`src/rtl/alarm_snooze_if.sv`:
```
// Alarm/snooze control bus: time-of-day, alarm setting and user controls in,
// buzzer drive and event status out.
//   master: drives alarmon, snooze, tsec/tmin/thrs, amin/ahrs; reads buzz, state, snooze_left
//   slave : the alarm_snooze block
interface alarm_snooze_if;
  logic       alarmon;
  logic       snooze;
  logic [6:0] tsec;
  logic [6:0] tmin;
  logic [6:0] thrs;
  logic [6:0] amin;
  logic [6:0] ahrs;
  logic       buzz;
  logic [1:0] state;
  logic [2:0] snooze_left;

  modport master (
    output alarmon, snooze, tsec, tmin, thrs, amin, ahrs,
    input  buzz, state, snooze_left
  );

  modport slave (
    input  alarmon, snooze, tsec, tmin, thrs, amin, ahrs,
    output buzz, state, snooze_left
  );
endinterface

```
`src/rtl/alarm_snooze.sv`:
```
// Alarm clock ring/snooze controller, one clock cycle per second.
// Ports:
//   clk  - 1 Hz clock
//   rst  - synchronous active-high reset
//   bus  - alarm_snooze_if.slave: alarmon, snooze, current time (tsec/tmin/thrs),
//          alarm time (amin/ahrs) in; buzz, state (00 idle, 01 ringing,
//          10 snoozed) and snooze_left out.
module alarm_snooze #(
  parameter int unsigned SNOOZE_SEC = 540,
  parameter int unsigned RING_SEC   = 60,
  parameter int unsigned MAX_SNOOZE = 3
) (
  input  logic          clk,
  input  logic          rst,
  alarm_snooze_if.slave bus
);

  localparam int unsigned CNT_W  = 10;
  localparam int unsigned LEFT_W = 3;
  localparam int unsigned TIME_W = 7;

  localparam logic [CNT_W-1:0]  RING_LAST   = CNT_W'(RING_SEC - 1);
  localparam logic [CNT_W-1:0]  SNOOZE_LOAD = CNT_W'(SNOOZE_SEC - 1);
  localparam logic [LEFT_W-1:0] LEFT_INIT   = LEFT_W'(MAX_SNOOZE);

  typedef enum logic [1:0] {
    ST_IDLE = 2'b00,
    ST_RING = 2'b01,
    ST_SNZ  = 2'b10
  } state_e;

  state_e              state_q, state_d;
  logic [CNT_W-1:0]    ring_q, ring_d;
  logic [CNT_W-1:0]    tmr_q, tmr_d;
  logic [LEFT_W-1:0]   left_q, left_d;
  logic                buzz_q;
  logic                match_c;

  // True only on the first second of the alarm minute.
  assign match_c = bus.alarmon
                && (bus.thrs == bus.ahrs)
                && (bus.tmin == bus.amin)
                && (bus.tsec == TIME_W'(0));

  // Next-state and counter update.
  always_comb begin
    state_d = state_q;
    ring_d  = ring_q;
    tmr_d   = tmr_q;
    left_d  = left_q;

    if (!bus.alarmon) begin
      // Disabling the alarm overrides every other event.
      state_d = ST_IDLE;
    end else begin
      case (state_q)
        ST_IDLE: begin
          if (match_c) begin
            state_d = ST_RING;
            ring_d  = '0;
          end
        end
        ST_RING: begin
          // Snooze beats timeout when presses remain; otherwise it is ignored.
          if (bus.snooze && (left_q != '0)) begin
            state_d = ST_SNZ;
            left_d  = left_q - LEFT_W'(1);
            tmr_d   = SNOOZE_LOAD;
          end else if (ring_q == RING_LAST) begin
            state_d = ST_IDLE;
          end else begin
            ring_d = ring_q + CNT_W'(1);
          end
        end
        ST_SNZ: begin
          if (tmr_q == '0) begin
            state_d = ST_RING;
            ring_d  = '0;
          end else begin
            tmr_d = tmr_q - CNT_W'(1);
          end
        end
        default: state_d = ST_IDLE;
      endcase
    end

    // Every return to idle arms a full set of snoozes for the next event.
    if (state_d == ST_IDLE) begin
      left_d = LEFT_INIT;
    end
  end

  // State and counter registers; buzz is registered from the next state so it
  // is a clean flop output aligned with the state register.
  always_ff @(posedge clk) begin
    if (rst) begin
      state_q <= ST_IDLE;
      ring_q  <= '0;
      tmr_q   <= '0;
      left_q  <= LEFT_INIT;
      buzz_q  <= 1'b0;
    end else begin
      state_q <= state_d;
      ring_q  <= ring_d;
      tmr_q   <= tmr_d;
      left_q  <= left_d;
      buzz_q  <= (state_d == ST_RING);
    end
  end

  assign bus.state       = state_q;
  assign bus.buzz        = buzz_q;
  assign bus.snooze_left = left_q;

endmodule

```
`src/flat_wrapper.sv`:
```
// flat-port wrapper written by rule: the top's interface ports become plain ports
module alarm_snooze_flat 
#(
  parameter int unsigned SNOOZE_SEC = 540,
  parameter int unsigned RING_SEC   = 60,
  parameter int unsigned MAX_SNOOZE = 3
)
  (clk, rst, bus_alarmon, bus_snooze, bus_tsec, bus_tmin, bus_thrs, bus_amin, bus_ahrs, bus_buzz, bus_state, bus_snooze_left);
  alarm_snooze_if bus_i ();
  input  logic clk;
  input  logic rst;
  input wire logic [$bits(bus_i.alarmon)-1:0] bus_alarmon;
  input wire logic [$bits(bus_i.snooze)-1:0] bus_snooze;
  input wire logic [$bits(bus_i.tsec)-1:0] bus_tsec;
  input wire logic [$bits(bus_i.tmin)-1:0] bus_tmin;
  input wire logic [$bits(bus_i.thrs)-1:0] bus_thrs;
  input wire logic [$bits(bus_i.amin)-1:0] bus_amin;
  input wire logic [$bits(bus_i.ahrs)-1:0] bus_ahrs;
  output wire logic [$bits(bus_i.buzz)-1:0] bus_buzz;
  output wire logic [$bits(bus_i.state)-1:0] bus_state;
  output wire logic [$bits(bus_i.snooze_left)-1:0] bus_snooze_left;
  assign bus_i.alarmon = bus_alarmon;
  assign bus_i.snooze = bus_snooze;
  assign bus_i.tsec = bus_tsec;
  assign bus_i.tmin = bus_tmin;
  assign bus_i.thrs = bus_thrs;
  assign bus_i.amin = bus_amin;
  assign bus_i.ahrs = bus_ahrs;
  assign bus_buzz = bus_i.buzz;
  assign bus_state = bus_i.state;
  assign bus_snooze_left = bus_i.snooze_left;
  alarm_snooze #(.SNOOZE_SEC(SNOOZE_SEC), .RING_SEC(RING_SEC), .MAX_SNOOZE(MAX_SNOOZE)) u_core (.clk(clk), .rst(rst), .bus(bus_i));
endmodule
```
`config.mk`:
```
export PLATFORM = sky130hd
export DESIGN_NAME = alarm_snooze_flat
export DESIGN_NICKNAME = d
export VERILOG_FILES = /design/src/rtl/alarm_snooze_if.sv /design/src/rtl/alarm_snooze.sv /design/src/flat_wrapper.sv
export SDC_FILE = /design/constraint.sdc
export NUM_CORES = 1
export LEC_CHECK = 0
export CAP_MARGIN = 40
export CORE_ASPECT_RATIO = 0.6
export CORE_MARGIN = 10
export CORE_UTILIZATION = 46
export CTS_BUF_LIST = sky130_fd_sc_hd__clkbuf_8
export CTS_CLUSTER_SIZE = 40
export DETAILED_ROUTE_END_ITERATION = 8
export PLACE_DENSITY = 0.82
export SKIP_LAST_GASP = 1
export SLEW_MARGIN = 10
export SYNTH_ARGS = -nofsm -noshare
export SYNTH_HDL_FRONTEND = slang
export SYNTH_SLANG_ARGS = --single-unit
```
`constraint.sdc`:
```
create_clock -name clk -period 2 [get_ports clk]
set_clock_uncertainty 0.1 [all_clocks]
set_input_delay 0.3 -clock clk [delete_from_list [all_inputs] [get_ports clk]]
set_output_delay 0.3 -clock clk [all_outputs]
set_load 0.01 [all_outputs]
```
==> results of run 1 <==
==> tightest hold or removal path: stages (launching register included) <==
cell and delay [ps]:
dfxtp_2 350, a211oi_1 60, o21ai_0 60
==> metrics by stage <==
step                util [%]  instances  hold slack, ps  cell area, um^2  TNS, ps
finish                  78.0        333             399             2870    -24.3
global route            78.0        333             447             2870     -426
CTS                     71.3        326             401             2620        0
detailed placement      65.8        319             374             2420    -7010
global placement        65.8        319             370             2420    -6310
floorplan                  -        210             357             1770        0
==> cells by family (layout without fill, tap and decap cells) <==
family          Yosys count  count (layout)
flops                    26              26
fa+ha+maj                 8               8
simple gates             80              80
buf+inv                  27             102
mux                       1               1
xor+xnor                 20              20
compound gates           48              49
==> state kept, by name (all words and copies together), names as in the netlist <==
name                    cells
u_core.bus.buzz             1
u_core.bus.snooze_left      3
u_core.tmr_q               10
u_core.bus.state            2
u_core.ring_q              10
==> worst max path at each step <==
| stage | startpoint | to | slack (ps) | cells past startpoint |
|---|---|---|---|---|
| 3_3_place_gp | bus_tsec[1] | u_core.ring_q[0] | -470 | 6 |
| 3_5_place_dp | bus_tsec[1] | u_core.ring_q[8] | -510 | 6 |
| 6_report | u_core.tmr_q[1] | u_core.ring_q[8] | -10 | 8 |
| 5_1_grt | u_core.ring_q[2] | u_core.ring_q[8] | -80 | 6 |
| 4_1_cts | u_core.bus.snooze_left[0] | u_core.tmr_q[5] | 5 | 8 |
| 2_1_floorplan | u_core.bus.snooze_left[0] | u_core.tmr_q[5] | 6 | 8 |
==> area by class of cell <==
class / instances / share of cell area [%]
multi-input cells: 158 / 49.8
well taps: 47 / 2.05
inverters: 19 / 2.48
flip-flops and latches: 26 / 18.5
repair buffers: 80 / 25.8
clock buffers: 3 / 1.44
==> placed cells by master (no fill, tap or decap), drive strengths merged, types with 6 or more instances in the layout <==
cell	synthesis	routed
nor2	16	16
dfxtp	26	26
a21oi	8	8
dlygate4sd2	0	25
o32ai	8	8
xnor2	15	15
nand2	11	11
nand4	9	9
inv	19	19
clkdlybuf4s50	0	8
ha	8	8
clkbuf	5	6
or3	6	6
buf	3	35
a211oi	12	12
==> routing by layer <==
metal	vias to the layer above	GRT usage (%)	share of wire, %
li1	920	-	-
met2	106	26.4	46
met1	900	20.4	41
met3	13	7.24	11
met5	-	0	0
met4	0	5.52	1.9
==> power groups by stage <==
| stage | logic (mW) | registers (mW) | clock network (mW) |
|---|---|---|---|
| finish | 0.154 | 0.516 | 0.308 |
| global route | 0.166 | 0.516 | 0.333 |
| CTS | 0.141 | 0.517 | 0.307 |
| detailed placement | 0.152 | 0.529 | 0 |
| global placement | 0.148 | 0.529 | 0 |
| floorplan | 0.0485 | 0.529 | 0 |
==> repair_timing <==
item / 4_1_cts / 5_1_grt
pin swaps: 28 / 24
setup endpoints to repair: 17 / 24
cloned: 2 / 1
buffers inserted: 2 / 6
resized for setup: 56 / 51
==> impl_metrics.csv, run 1 <==
group,metric,value,unit
clocking,clk_latency,280,ps
power_and_ir_drop,power,0.977,mW
global_routing,grt_pass1_wl,9330,um
clocking,clkTransAtPathRegs,90,ps
floorplanning,num_rows,17,
setup_path,end_kind,"flip-flop",
global_routing,grt_max_degree,18,
synth,synthAdderAreaFrac,5.70,%
synth,synth_mux_area_share,0.570,%
timing,min_period,2010,ps
global_routing,grt-ovfl-total,0,
synth,synthTopCellsByArea,"dfxtp_1 (30%), xnor2_1 (7.5%), ha_1 (5.7%), a211oi_1 (5.1%), inv_1 (4.1%)",
synth,netlist-cell-type-count,47,
power_and_ir_drop,power_frac_comb,15.7,%
setup_path,crit_chain,"inv_2 > ha_4 > nor4b_4 > a31o_2 > nand4bb_4 > buf_12 > a211oi_4 > o32ai_4",
setup_path,path_max_fanout,5,
finish,nFillCells,232,
power_and_ir_drop,vdd_drop_max,0.000327,V
finish,diodes,0,
setup_path,r2r_setup_slack,-10,ps
clocking,cts_buffers,3,
synth,yosys_warnings,0,
setup_path,r2r-end,"u_core.ring_q[8]",
route,wl_per_cell,18.3,um
timing,hold_viol,0,
run_status,outcome,"complete, but fails checks",
setup_path,critPathArrivalTime,2070,ps
setup_path,rr_worst_depth,8,
setup_path,r2r_start,"u_core.tmr_q[1]",
route,drc,0,
synth,synth_top_cell_by_area,"dfxtp_1",
timing,slew-limit-headroom,72.4,%
synth,synth_compound_area_share,20.6,%
power_and_ir_drop,power_switching_share,24.1,%
setup_path,cp_slowest_stage_delay,340,ps
route,viasPerCell,5.82,
power_and_ir_drop,powerDensity,340,nW/um^2
run,drv_cap,0,
synth,async_flop_share,0,%
synth,avgSynthCellArea,8.37,um^2
global_routing,antenna_found_initial,0,
setup_path,slowest_stage,"dfxtp_2",
floorplanning,die_area,6770,um^2
timing,layout_setup_ws,-12.4,ps
power_and_ir_drop,p_leak,1.08,nW
place,hpwl,3990,um
synth,synth_top_family_by_area,"simple AND/OR/NAND/NOR gates",
worst_hold_path,min_from,"u_core.bus.snooze_left[1]",
timing,timing.fmax,0.497,GHz
route,vias,1939,
power_and_ir_drop,intPower,0.742,mW
clocking,clock-sinks,26,
worst_hold_path,min_delay_path_depth,2,
synth,synth-seq-area-share,29.6,%
floorplanning,core,3680,um^2
place,gp_congestion,0.877,
route,wl,6090,um
finish,regArea,531,um^2
route,drt_iter0_markers,106,
floorplanning,fp.dieW,99.8,um
setup_path,crit_family,"compound AO/OA/AOI/OAI gates",
timing,slew_violations,0,
worst_hold_path,hold_path.class,"flip-flop to flip-flop",
place,place_worst_setup_slack,-510,ps
clocking,htreeDepth,1,
finish,drive_gt1_share,33.6,%
worst_hold_path,hold_end,"u_core.bus.snooze_left[1]",
power_and_ir_drop,seqPwrFrac,52.8,%
timing,worst_slew_pin_slew,411,ps
synth,synth-simple-area-share,27.2,%
finish,fin_nets,335,
setup_path,cp_num_buf_inv,2,
power_and_ir_drop,clkPwrFrac,31.5,%
synth,yosysMostFrequentCell,"dfxtp_1",
clocking,cts_tree,"built",
synth,synth-edff-count,0,
synth,synth-seq-cells,26,
floorplanning,start_util,47.7,%
timing,grt_setup_unrepaired,"yes",
floorplanning,dieHeight,67.9,um
synth,synthCells,210,
floorplanning,io_pins,45,
power_and_ir_drop,power_switching,0.236,mW
clocking,root_buffer,"clkbuf_8",
setup_path,cp-start-kind,"flip-flop",
place,port_buffers,44,
synth,synth_xor_area_share,9.97,%
global_routing,track_usage,16.8,%
route,dr.pass1.iters,5,
run_status,violations,"setup timing",
route,ant_nets,0,
timing,setup_viol,2,
synth,netlist_area,1760,um^2
synth,synth_fp_nets,257,
setup_path,required,2060,ps
synth,netlist.area_leader.share,29.6,%
finish,multi_input_area,1430,um^2
synth,synth_top_flop_cell,"dfxtp_1",
global_routing,grt_pass1_vias,1937,
setup_path,critPathKind,"flip-flop to flip-flop",
timing,period_share,101,%
synth,synthTopCellsByCount,"dfxtp_1 (26), inv_1 (19), nor2_1 (16), xnor2_1 (15), a211oi_1 (12)",
finish,area_delta_synth_final,63.5,%
clocking,cts-hold-fix-buffers,0,
clocking,clock_path_buffers,2,
Note: power is estimated with default switching activity, not from simulation.
==> inputs of run 2 (changes only) <==
- SKIP_CTS_REPAIR_TIMING: default -> 1
==> impl_metrics.csv, run 2 (same netlist as run 1, synthesis figures left out) <==
group,metric,value,unit
power_and_ir_drop,powerDensity,337,nW/um^2
place,place_worst_setup_slack,-510,ps
global_routing,track_usage,15.1,%
finish,layout.cells.most_common,"dlymetal6s2s_1",
global_routing,grt-ovfl-total,0,
timing,slew-limit-headroom,72.8,%
floorplanning,num_rows,17,
clocking,clock-sinks,26,
place,place_inst,319,
global_routing,grt_pass1_wl,8420,um
floorplanning,die_area,6770,um^2
setup_path,critPathArrivalTime,2220,ps
run_status,violations,"setup timing",
timing,hold_viol,0,
global_routing,antenna_found_initial,1,
route,wl_per_cell,19.2,um
global_routing,busiest_layer,"met2",
clocking,htreeDepth,1,
clocking,clk_latency,280,ps
place,gp_congestion,0.877,
global_routing,met3_usage,7.04,%
run_status,outcome,"complete, but fails checks",
clocking,cts_tree,"built",
timing,timing.fmax,0.466,GHz
finish,design_area,2950,um^2
setup_path,critPathKind,"flip-flop to flip-flop",
route,vias,1924,
finish,mostFrequentLayoutCells,"dlymetal6s2s_1 (36), buf_4 (32), dfxtp_1 (19)",
finish,fin_nets,335,
setup_path,path_max_fanout,4,
route,viasPerCell,5.76,
finish,area_delta_synth_final,67.9,%
finish,drive_gt1_share,32.2,%
clocking,clkTransAtPathRegs,90,ps
place,hpwl,3990,um
timing,tns,-381,ps
finish,final_util,80.2,%
timing,period_share,107,%
floorplanning,io_pins,45,
run,drv_cap,0,
global_routing,grt_max_degree,18,
timing,slew_violations,0,
place,port_buffers,44,
global_routing,grtUsageMet2,22.8,%
setup_path,required,2070,ps
setup_path,end_kind,"flip-flop",
finish,stdcell_count,334,
route,drc,0,
timing,setup_viol,9,
floorplanning,start_util,47.7,%
timing,grt_setup_unrepaired,"yes",
clocking,clock_path_buffers,2,
global_routing,met1_usage,18.9,%
finish,nFillCells,213,
floorplanning,dieHeight,67.9,um
power_and_ir_drop,p_leak,1.34,nW
route,dr.pass1.iters,4,
power_and_ir_drop,vdd_drop_max,0.000336,V
timing,min_period,2140,ps
floorplanning,core,3680,um^2
timing,worst_slew_pin_slew,405,ps
route,ant_nets,0,
clocking,cts_buffers,3,
global_routing,grt_pass1_vias,1790,
clocking,root_buffer,"clkbuf_8",
route,drt_iter0_markers,159,
worst_hold_path,hold_path.class,"flip-flop to flip-flop",
timing,layout_setup_ws,-145,ps
setup_path,cp-start-kind,"flip-flop",
route,wl,6400,um
place,placed_area,2420,um^2
floorplanning,fp.dieW,99.8,um
run 2: cell count changes in the layout (fill, tap and decap cells not counted), moves of 2 or more:
cell | previous run | this run
clkbuf_2 | 2 | 0
dlymetal6s2s_1 | 4 | 36
o32ai_4 | 2 | 0
dlygate4sd2_1 | 25 | 0
clkdlybuf4s15_1 | 5 | 0
o32ai_2 | 2 | 4
run 2: final timing paths:
path | startpoint | cells past startpoint | slack (ps) | endpoint
setup / recovery | u_core.ring_q[6] | 6 | -140 | u_core.ring_q[2]
hold / removal | u_core.ring_q[1] | 2 | 420 | u_core.ring_q[1]
setup reg to reg | u_core.ring_q[6] | 6 | -140 | u_core.ring_q[2]
hold reg to reg | u_core.ring_q[1] | 2 | 420 | u_core.ring_q[1]
run 2: cell type report:
type,count,area [um^2],area share [%]
multi-input cells,158,1380,46.9
repair buffers,80,861,29.2
flip-flops and latches,26,532,18.0
inverters,19,71.3,2.42
well taps,47,58.8,1.99
clock buffers,3,41.3,1.40
diodes,1,2.50,0.0848
run 2: power breakdown:
| part | internal (mW) | total [mW] | switching (mW) |
|---|---|---|---|
| logic | 0.102 | 0.168 | 0.0657 |
| registers | 0.516 | 0.516 | 0.0000000825 |
| clock network | 0.136 | 0.312 | 0.176 |
run 2: per-layer routing:
layer,wire (um),up-vias
met5,0,-
met4,81,0
li1,-,924
met2,2950,74
met1,2740,918
met3,628,8
run 2: metrics by stage:
stage / power (mW) / hold WS [ps]
after floorplan: 0.578 / 357
after global placement: 0.677 / 370
after detailed placement: 0.681 / 374
after CTS: 0.977 / 385
after global routing: 1.03 / 435
final: 0.995 / 418
run 2: worst max-delay path: stages (launching register included):
cell,delay (ps)
dfxtp_1,340
or4b_1,580
nor4_2,240
nand4bb_4,270
clkbuf_16,170
a221oi_2,40
o32ai_1,290
==> inputs of run 3 (changes only) <==
- CORE_UTILIZATION: 46 -> 54
- PLACE_DENSITY: 0.82 -> 0.9
- clock period: 2 -> 2.5 ns (I/O delays scaled with it)
==> impl_metrics.csv, run 3 (same netlist as run 1, synthesis figures left out) <==
group,metric,value,unit
run_status,outcome,"finished, final reports clean",
setup_path,critPathKind,"input pin to flip-flop",
timing,layout_setup_ws,159,ps
floorplanning,die_area,6010,um^2
finish,area_delta_synth_final,35.0,%
setup_path,cp_num_buf_inv,1,
setup_path,cp-start-kind,"input pin",
finish,regArea,520,um^2
power_and_ir_drop,clkPwrFrac,39.9,%
timing,tns,0,ps
power_and_ir_drop,power_switching,0.176,mW
clocking,clkTransAtPathRegs,90,ps
route,viasPerCell,5.74,
global_routing,grt_pass1_vias,1723,
setup_path,crit_chain,"clkdlybuf4s50_1 > nor4_2 > nand4_1 > or4_1 > a211o_1 > o32ai_1",
timing,min_period,2340,ps
route,wl,4720,um
place,gp_congestion,0.879,
setup_path,critPathArrivalTime,2410,ps
power_and_ir_drop,power_frac_comb,13.2,%
floorplanning,dieHeight,64.2,um
timing,timing.fmax,0.427,GHz
clocking,htreeDepth,1,
finish,multi_input_area,1120,um^2
clocking,root_buffer,"clkbuf_8",
setup_path,path_max_fanout,9,
power_and_ir_drop,power_switching_share,20.0,%
clocking,cts_buffers,3,
global_routing,antenna_found_initial,0,
finish,fin_nets,310,
timing,slew-limit-headroom,65.1,%
power_and_ir_drop,p_leak,0.838,nW
timing,holdWs,404,ps
place,place_worst_setup_slack,-111,ps
power_and_ir_drop,seqPwrFrac,46.9,%
power_and_ir_drop,powerDensity,372,nW/um^2
floorplanning,start_util,58.9,%
finish,nFillCells,198,
power_and_ir_drop,intPower,0.706,mW
timing,hold_viol,0,
timing,setup_viol,0,
global_routing,grt-ovfl-total,0,
floorplanning,core,2980,um^2
place,port_buffers,44,
global_routing,grt_max_degree,16,
route,drc,0,
route,vias,1746,
timing,worst_slew_pin_slew,520,ps
finish,layout.cells.most_common,"clkdlybuf4s50_1",
timing,slew_violations,0,
floorplanning,num_rows,15,
setup_path,crit_family,"simple AND/OR/NAND/NOR gates",
clocking,clk_latency,270,ps
route,wl_per_cell,15.5,um
clocking,clock-sinks,26,
worst_hold_path,hold_path.class,"flip-flop to flip-flop",
setup_path,crit_start,"bus_tsec[3]",
worst_hold_path,min_from,"u_core.ring_q[9]",
route,drt_iter0_markers,120,
global_routing,grt_pass1_wl,8050,um
floorplanning,io_pins,45,
run,drv_cap,0,
finish,drive_gt1_share,11.5,%
finish,mostFrequentLayoutCells,"clkdlybuf4s50_1 (44), dfxtp_1 (26), inv_1 (19)",
finish,diodes,0,
route,dr.pass1.iters,4,
place,hpwl,3790,um
power_and_ir_drop,vdd_drop_max,0.000254,V
setup_path,cp_slowest_stage_delay,570,ps
setup_path,slowest_stage,"or4_1",
setup_path,end_kind,"flip-flop",
route,ant_nets,0,
floorplanning,fp.dieW,93.6,um
clocking,clock_path_buffers,2,
clocking,cts_tree,"built",
timing,grt_setup_unrepaired,"no",
global_routing,track_usage,16.0,%
setup_path,r2r_start,"u_core.tmr_q[0]",
setup_path,required,2570,ps
timing,period_share,93.6,%
-- run 3: changes by cell type in the layout (fill, tap and decap cells not counted), moves of 6 or more --
cell,before,now
buf_4,32,12
a211oi_1,4,12
clkdlybuf4s50_1,8,44
dfxtp_2,6,0
dfxtp_1,19,26
dlymetal6s2s_1,36,0
-- run 3: final timing paths --
check / end / slack (ps) / depth (start not counted)
hold / removal: u_core.ring_q[9] / 400 / 2
setup reg to reg: u_core.ring_q[9] / 260 / 7
hold reg to reg: u_core.ring_q[9] / 400 / 2
setup / recovery: u_core.ring_q[9] / 160 / 6
-- run 3: layout make-up --
| cell class | instances | share of cell area (%) |
|---|---|---|
| well taps | 42 | 2.22 |
| flip-flops and latches | 26 | 22.0 |
| clock buffers | 3 | 1.74 |
| repair buffers | 56 | 22.4 |
| inverters | 19 | 3.01 |
| clock inverters | 1 | 1.27 |
| multi-input cells | 157 | 47.4 |
-- run 3: metrics by stage --
step	total power, mW	cell area (um^2)	util [%]	cells
6_report	0.882	2370	79.5	304
5_1_grt	0.920	2370	79.5	304
4_1_cts	0.890	2370	79.5	304
3_5_place_dp	0.540	2300	77.1	300
3_3_place_gp	0.537	2300	77.1	300
2_1_floorplan	0.461	1760	-	210
-- run 3: per-layer routing --
| metal | part of all wire (%) | GRT usage (%) |
|---|---|---|
| met5 | 0 | 0 |
| met4 | 0.78 | 4.34 |
| met3 | 13 | 8.16 |
| met2 | 43 | 23.4 |
| met1 | 43 | 20.1 |
-- run 3: power groups by stage --
stage                     sequential [mW]  combinational [mW]  clock (mW)
after floorplan                     0.423              0.0380           0
after global placement              0.423               0.113           0
after detailed placement            0.423               0.116           0
after CTS                           0.414               0.117       0.359
after global routing                0.414               0.124       0.382
final                               0.414               0.116       0.352
-- run 3: worst min-delay path, stage by stage (launching register included) --
cell and delay (ps):
dfxtp_1 330, inv_1 50, o32ai_1 80
